--- config.mk ---
export PLATFORM = sky130hd
export DESIGN_NAME = clip_rr_sched
export DESIGN_NICKNAME = d
export VERILOG_FILES = /design/src/rtl/clip_rr_sched_pkg.sv /design/src/rtl/clip_rr_sched_rr_arbiter.sv /design/src/rtl/clip_rr_sched.sv
export SDC_FILE = /design/constraint.sdc
export NUM_CORES = 1
export LEC_CHECK = 0
export ABC_AREA = 1
export ABC_CLOCK_PERIOD_IN_PS = 5980
export CAP_MARGIN = 20
export CORE_ASPECT_RATIO = 1.1
export CORE_MARGIN = 2
export CORE_UTILIZATION = 38
export CTS_BUF_LIST = sky130_fd_sc_hd__clkbuf_4
export CTS_CLUSTER_DIAMETER = 120
export CTS_CLUSTER_SIZE = 12
export DETAILED_ROUTE_END_ITERATION = 16
export GPL_ROUTABILITY_DRIVEN = 1
export PLACE_DENSITY = 0.63
export SKIP_CTS_REPAIR_TIMING = 1
export SLEW_MARGIN = 20
export SYNTH_ARGS = -nofsm -noshare
export SYNTH_HDL_FRONTEND = slang
export SYNTH_SLANG_ARGS = --single-unit
--- constraint.sdc ---
create_clock -name clk -period 5.98 [get_ports clk]
set_input_delay 1.794 -clock clk [delete_from_list [all_inputs] [get_ports clk]]
set_output_delay 1.794 -clock clk [all_outputs]
set_load 0.03 [all_outputs]
--- src/rtl/clip_rr_sched_pkg.sv ---
// Shared constants and types for the clip_rr_sched requantize/saturate scheduler.
// The module parameters of clip_rr_sched default to the widths below.
// The S1 payload struct is sized from these widths, so a width change belongs here.
package clip_rr_sched_pkg;

  localparam int CRS_NUM_REQ = 4;
  localparam int CRS_IN_W    = 21;
  localparam int CRS_OUT_W   = 8;
  localparam int CRS_SHIFT_W = 5;
  localparam int CRS_ID_W    = $clog2(CRS_NUM_REQ);

  // The rounding add and the shift run one bit wider than the input, so the add cannot overflow.
  localparam int CRS_EXT_W = CRS_IN_W + 1;

  // Saturation bounds, held at the extended width for the signed compare.
  localparam logic signed [CRS_EXT_W-1:0] CRS_SAT_MAX = CRS_EXT_W'((1 << (CRS_OUT_W-1)) - 1);
  localparam logic signed [CRS_EXT_W-1:0] CRS_SAT_MIN = CRS_EXT_W'(-(1 << (CRS_OUT_W-1)));

  // Clipped output codes.
  localparam logic [CRS_OUT_W-1:0] CRS_OUT_MAX = {1'b0, {(CRS_OUT_W-1){1'b1}}};
  localparam logic [CRS_OUT_W-1:0] CRS_OUT_MIN = {1'b1, {(CRS_OUT_W-1){1'b0}}};

  // Contents of the first pipeline stage: the raw accumulator, its source and the shift amount.
  typedef struct packed {
    logic signed [CRS_IN_W-1:0] data;
    logic [CRS_ID_W-1:0]        id;
    logic [CRS_SHIFT_W-1:0]     shift;
  } s1_payload_t;

endpackage

--- src/rtl/clip_rr_sched_rr_arbiter.sv ---
// Round-robin arbiter.
// The search starts at the pointer and wraps modulo NUM_REQ.
// The grant is one-hot, and it is issued only while the consumer can take a beat (enable).
// After a grant, the pointer moves to the granted index + 1.
module clip_rr_sched_rr_arbiter #(
  parameter int NUM_REQ  = 4,
  parameter int ID_WIDTH = $clog2(NUM_REQ)
) (
  input  logic                clk,
  input  logic                rst_n,
  input  logic [NUM_REQ-1:0]  req_valid,
  input  logic                enable,
  output logic [NUM_REQ-1:0]  grant,
  output logic [ID_WIDTH-1:0] grant_id,
  output logic                grant_any
);

  logic [ID_WIDTH-1:0] ptr;
  logic                found;
  logic [ID_WIDTH-1:0] pick;

  // Find the first valid requester, starting at the pointer and wrapping around.
  always_comb begin
    int idx;
    idx   = 0;
    found = 1'b0;
    pick  = '0;
    for (int k = 0; k < NUM_REQ; k++) begin
      idx = int'(ptr) + k;
      if (idx >= NUM_REQ) idx = idx - NUM_REQ;
      if (!found && req_valid[idx]) begin
        found = 1'b1;
        pick  = ID_WIDTH'(idx);
      end
    end
  end

  assign grant_any = found & enable;
  assign grant_id  = pick;

  // Decode the chosen index into a one-hot grant.
  always_comb begin
    grant = '0;
    if (grant_any) grant[pick] = 1'b1;
  end

  // Move the pointer past the granted source. It holds when no beat is accepted.
  always_ff @(posedge clk or negedge rst_n) begin
    if (!rst_n) begin
      ptr <= '0;
    end else if (grant_any) begin
      if (int'(pick) == NUM_REQ - 1) ptr <= '0;
      else                           ptr <= pick + 1'b1;
    end
  end

endmodule

--- src/rtl/clip_rr_sched.sv ---
// Round-robin scheduler in front of one shared requantize-and-saturate datapath.
// S1 holds the selected raw word. S2 holds the rounded, saturated result that drives out_*.
// Handshakes: a transfer happens on a rising edge where valid && ready.
//   An upstream source holds req_valid and its data until that source is accepted.
//   out_* stay stable while out_valid && !out_ready.
module clip_rr_sched
  import clip_rr_sched_pkg::*;
#(
  parameter int NUM_REQ      = CRS_NUM_REQ,
  parameter int INPUT_WIDTH  = CRS_IN_W,
  parameter int OUTPUT_WIDTH = CRS_OUT_W,
  parameter int SHIFT_WIDTH  = CRS_SHIFT_W,
  parameter int ID_WIDTH     = $clog2(NUM_REQ)
) (
  input  logic                           clk,
  input  logic                           rst_n,
  input  logic [NUM_REQ-1:0]             req_valid,
  output logic [NUM_REQ-1:0]             req_ready,
  input  logic [NUM_REQ*INPUT_WIDTH-1:0] req_data,
  input  logic [SHIFT_WIDTH-1:0]         cfg_shift,
  output logic                           out_valid,
  input  logic                           out_ready,
  output logic [OUTPUT_WIDTH-1:0]        out_data,
  output logic [ID_WIDTH-1:0]            out_id
);

  logic                          s1_valid;
  s1_payload_t                   s1_q;
  logic                          s1_load;
  logic                          s2_load;
  logic                          accept;
  logic [ID_WIDTH-1:0]           grant_id;
  logic signed [INPUT_WIDTH-1:0] sel_data;
  logic signed [INPUT_WIDTH:0]   ext;
  logic signed [INPUT_WIDTH:0]   rnd;
  logic signed [INPUT_WIDTH:0]   shifted;
  logic [OUTPUT_WIDTH-1:0]       sat_val;

  // A stage advances when it is empty or when the stage after it moves.
  assign s2_load = !out_valid || out_ready;
  assign s1_load = !s1_valid || s2_load;

  clip_rr_sched_rr_arbiter #(
    .NUM_REQ  (NUM_REQ),
    .ID_WIDTH (ID_WIDTH)
  ) u_arb (
    .clk       (clk),
    .rst_n     (rst_n),
    .req_valid (req_valid),
    .enable    (s1_load),
    .grant     (req_ready),
    .grant_id  (grant_id),
    .grant_any (accept)
  );

  assign sel_data = req_data[int'(grant_id)*INPUT_WIDTH +: INPUT_WIDTH];

  // S1 captures the granted word, its id and the shift in force for this beat.
  always_ff @(posedge clk or negedge rst_n) begin
    if (!rst_n) begin
      s1_valid <= 1'b0;
      s1_q     <= '0;
    end else if (s1_load) begin
      s1_valid <= accept;
      if (accept) begin
        s1_q.data  <= sel_data;
        s1_q.id    <= grant_id;
        s1_q.shift <= cfg_shift;
      end
    end
  end

  // Rounding arithmetic right shift, rounding half toward +inf, followed by a signed clip.
  always_comb begin
    ext     = {s1_q.data[INPUT_WIDTH-1], s1_q.data};
    rnd     = '0;
    shifted = ext;
    if (s1_q.shift == '0) begin
      shifted = ext;
    end else if (int'(s1_q.shift) >= INPUT_WIDTH) begin
      // Shifting out every bit leaves only the sign.
      shifted = s1_q.data[INPUT_WIDTH-1] ? '1 : '0;
    end else begin
      rnd[s1_q.shift - 1'b1] = 1'b1;
      shifted = (ext + rnd) >>> s1_q.shift;
    end
    if (shifted > CRS_SAT_MAX)      sat_val = CRS_OUT_MAX;
    else if (shifted < CRS_SAT_MIN) sat_val = CRS_OUT_MIN;
    else                            sat_val = shifted[OUTPUT_WIDTH-1:0];
  end

  // S2 registers the result, which drives the output stream directly.
  always_ff @(posedge clk or negedge rst_n) begin
    if (!rst_n) begin
      out_valid <= 1'b0;
      out_data  <= '0;
      out_id    <= '0;
    end else if (s2_load) begin
      out_valid <= s1_valid;
      if (s1_valid) begin
        out_data <= sat_val;
        out_id   <= s1_q.id;
      end
    end
  end

endmodule

==> run_results.csv <==
group,metric,value,unit
critical_path,cp-start-kind,"input port",
critical_path,path_class,"in2out",
min_path,hold_end,"out_data[7]",
synthesis,ys_top_cells_by_area,"nand2_1 20%, dfrtp_1 18%, nand3_1 13%",
layout,final_cell_mix,"308 x nand2_1, 148 x nand3_1, 134 x nor2_1, 123 x inv_1, 105 x clkdlybuf4s50_1",
cts,cts_root_buf,"clkbuf_4",
floorplan,core,14900,µm²
layout,layout-drive-gt1-share,5.81,%
floorplan,die-area,16100,µm²
grt,grt_pass1_wl,32200,µm
placed_design,port_buffers,110,
layout,fin_nets,1257,
grt,grt_max_degree,47,
grt,grt_overflow,0,
cts,cts_num_sinks,42,
min_path,worstHoldStart,"out_data[7]",
synthesis,synth_cells,1035,
placed_design,dp_slack,-0.155,ns
drt,viasPerCell,5.27,
critical_path,cp_data_arrival_time,4.06,ns
synthesis,yosys.area_share.adder,5.79,%
sta,max_slew_margin,36.9,%
drt,wl_met3,1320,µm
synthesis,synth_largest_area_cell,"nand2_1",
layout,finish.utilization,48.5,%
critical_path,worst_ep_required_time,4.19,ns
layout,design_area,7240,µm²
sta,final.min_clock_period,5.85,ns
min_path,hold_class,"reg2reg",
floorplan,io-pin-count,111,
synthesis,ys_types,39,
synthesis,synth-seq-area-share,18.3,%
floorplan,die_w,121,µm
sta,max_freq,0.171,GHz
synthesis,ys_warn_count,0,
drt,wl_met2,9500,µm
sta,post-route-period-util,97.9,%
synthesis,synth_fp_nets,1157,
pwr,powerDensity,715,nW/µm²
critical_path,r2r-start,"s1_q[3]",
drt,top_layer_used,"met4",
cts,clk_pin_slew,0.16,ns
sta,finalHoldWorstSlack,0.519,ns
pwr,vdd_ir_drop_max,632,µV
drt,wl,20700,µm
synthesis,syn_avg_cell_area,5.55,µm²
sta,skew,0.0269,ns
floorplan,start_util,38.5,%
pwr,p_leak,0.00364,µW
floorplan,dieHeight,133,µm
synthesis,synth_area,5740,µm²
placed_design,place_area,7030,µm²
placed_design,place_hpwl,16800,µm
layout,final_common_cell,"nand2_1",
placed_design,globalplace.congestion,0.957,
run_status,status,"complete, no violations",
cts,cts_tree,"yes",
drt,drt_first_pass_iters,5,
cts,cts_buffers,5,
drt,remaining_drc_errors,0,
cts,cts_buffer_depth,2,
synthesis,synth.area.mux_share,0.523,%
critical_path,end_kind,"primary output",
sta,slew_viol_final,0,
sta,setup-tns-final,0,ns
sta,fin_ws,0.128,ns
synthesis,yosys.area_share.xor_xnor,1.07,%
synthesis,synth-seq-cells,42,
critical_path,cp_max_fo,11,
synthesis,synth_top_family_by_area,"simple AND/OR/NAND/NOR gates",
min_path,hold_path_depth,2,
drt,wire_per_inst,15.5,µm
drt,ant_nets,0,
cts,htreeDepth,2,
drt,drt_iter0_markers,529,
sta,worst_pin_slew,0.946,ns
critical_path,reg2reg_depth,29,
layout,syn_to_final_growth,26.1,%
critical_path,r2r_setup_slack,1.42,ns
grt,grt_usage,25.3,%
sta,finalHoldViolCount,0,
critical_path,reg2reg_to,"out_data[0]",
synthesis,yosysTopAreaCellShare,20.2,%
synthesis,yosys.area_share.simple,46.7,%
grt,grt_pass1_vias,6490,
sta,setup-violations-final,0,
grt,antenna_found_initial,1,
cts,clk_latency,0.38,ns
synthesis,synth_compound_area_share,15.8,%
drt,routedLengthMet1,9030,µm
floorplan,std_cell_rows,47,
job,drv_cap,0,
drt,vias,7022,
stage by stage:
| step | instances | total power [µW] |
|---|---|---|
| 2_1_floorplan | 1035 | 3610 |
| 5_1_grt | 1333 | 5770 |
| 4_1_cts | 1325 | 4880 |
| 3_5_place_dp | 1317 | 4710 |
| 6_report | 1333 | 5180 |
| 3_3_place_gp | 1317 | 4700 |
area by class of cell:
type                    count  area (µm²)
diodes                      1        2.50
well taps                 196         245
clock inverters             3        25.0
clock buffers               5        37.5
repair buffers            135        1360
flip-flops and latches     42        1050
inverters                 133         499
fillers                  1647        7700
multi-input cells         818        4020
logic make-up (layout without fill, tap and decap cells):
logic type               Yosys count  after routing
flip-flops                        42             42
multiplexers                       3              3
AND/OR/NAND/NOR                  629            629
buffers and inverters            175            276
XOR/XNOR                           7              7
AO/OA/AOI/OAI                    153            153
adder cells (fa/ha/maj)           26             26
other                              0              1
report_power, final:
part           internal (µW)  switching (µW)  total (µW)
Sequential               443             226         668
Combinational           1620            2740        4360
Clock                   48.0             107         155
Total                   2110            3070        5180
worst max-delay path by stage:
stage                         endpoint          from  slack, ns
after CTS                 req_ready[3]  req_valid[0]      -0.15
after detailed placement  req_ready[3]  req_valid[0]      -0.15
after global routing      req_ready[3]  req_valid[0]      -0.05
after floorplan           req_ready[0]  req_valid[0]       0.41
after global placement    req_ready[3]  req_valid[0]      -0.06
final                     req_ready[3]  req_valid[0]       0.13
cells in the mapped netlist, drive strengths merged:
cell type and count:
a21oi 28, buf 17, nor2 143, xnor2 2, nand2 316, xor2 5, and2 1, o22ai 5
nand3 148, a31oi 9, clkinv 1, o211ai 27, o221ai 1, or2 1, a32o 3, nor3 4
nand3b 2, dfrtp 42, ha 25, o311ai 1, inv 132, o21bai 9, nand4 13, mux2i 3
fa 1, clkbuf 25, nor4 1, o21ai 70
registers in the layout, summed over array words and instances, names as in the netlist:
signal,cells
u_arb.ptr,2
s1_valid,1
s1_q,7
out_valid,1
ext,21
out_id,2
out_data,8
per-layer routing:
metal  GRT usage (%)  vias up
met4            9.64        0
met3            3.28       42
met1            33.8     3130
met2            41.6      268
met5               0        -
li1                -     3582
worst max-delay path, stage by stage:
cell and delay, ns:
clkdlybuf4s50_1 0.41, or2_1 0.22, o21ai_2 0.08, inv_2 0.07, a21oi_2 0.16, inv_1 0.07, nor2_2 0.10, nand2_1 0.08
nor2_1 0.09, inv_1 0.06, o211ai_1 0.10, nand2_2 0.12, buf_12 0.15, clkinv_1 0.08, ha_1 0.15, inv_1 0.05
nor2_1 0.10, buf_4 0.17
Power figures use the tool's default switching activity.
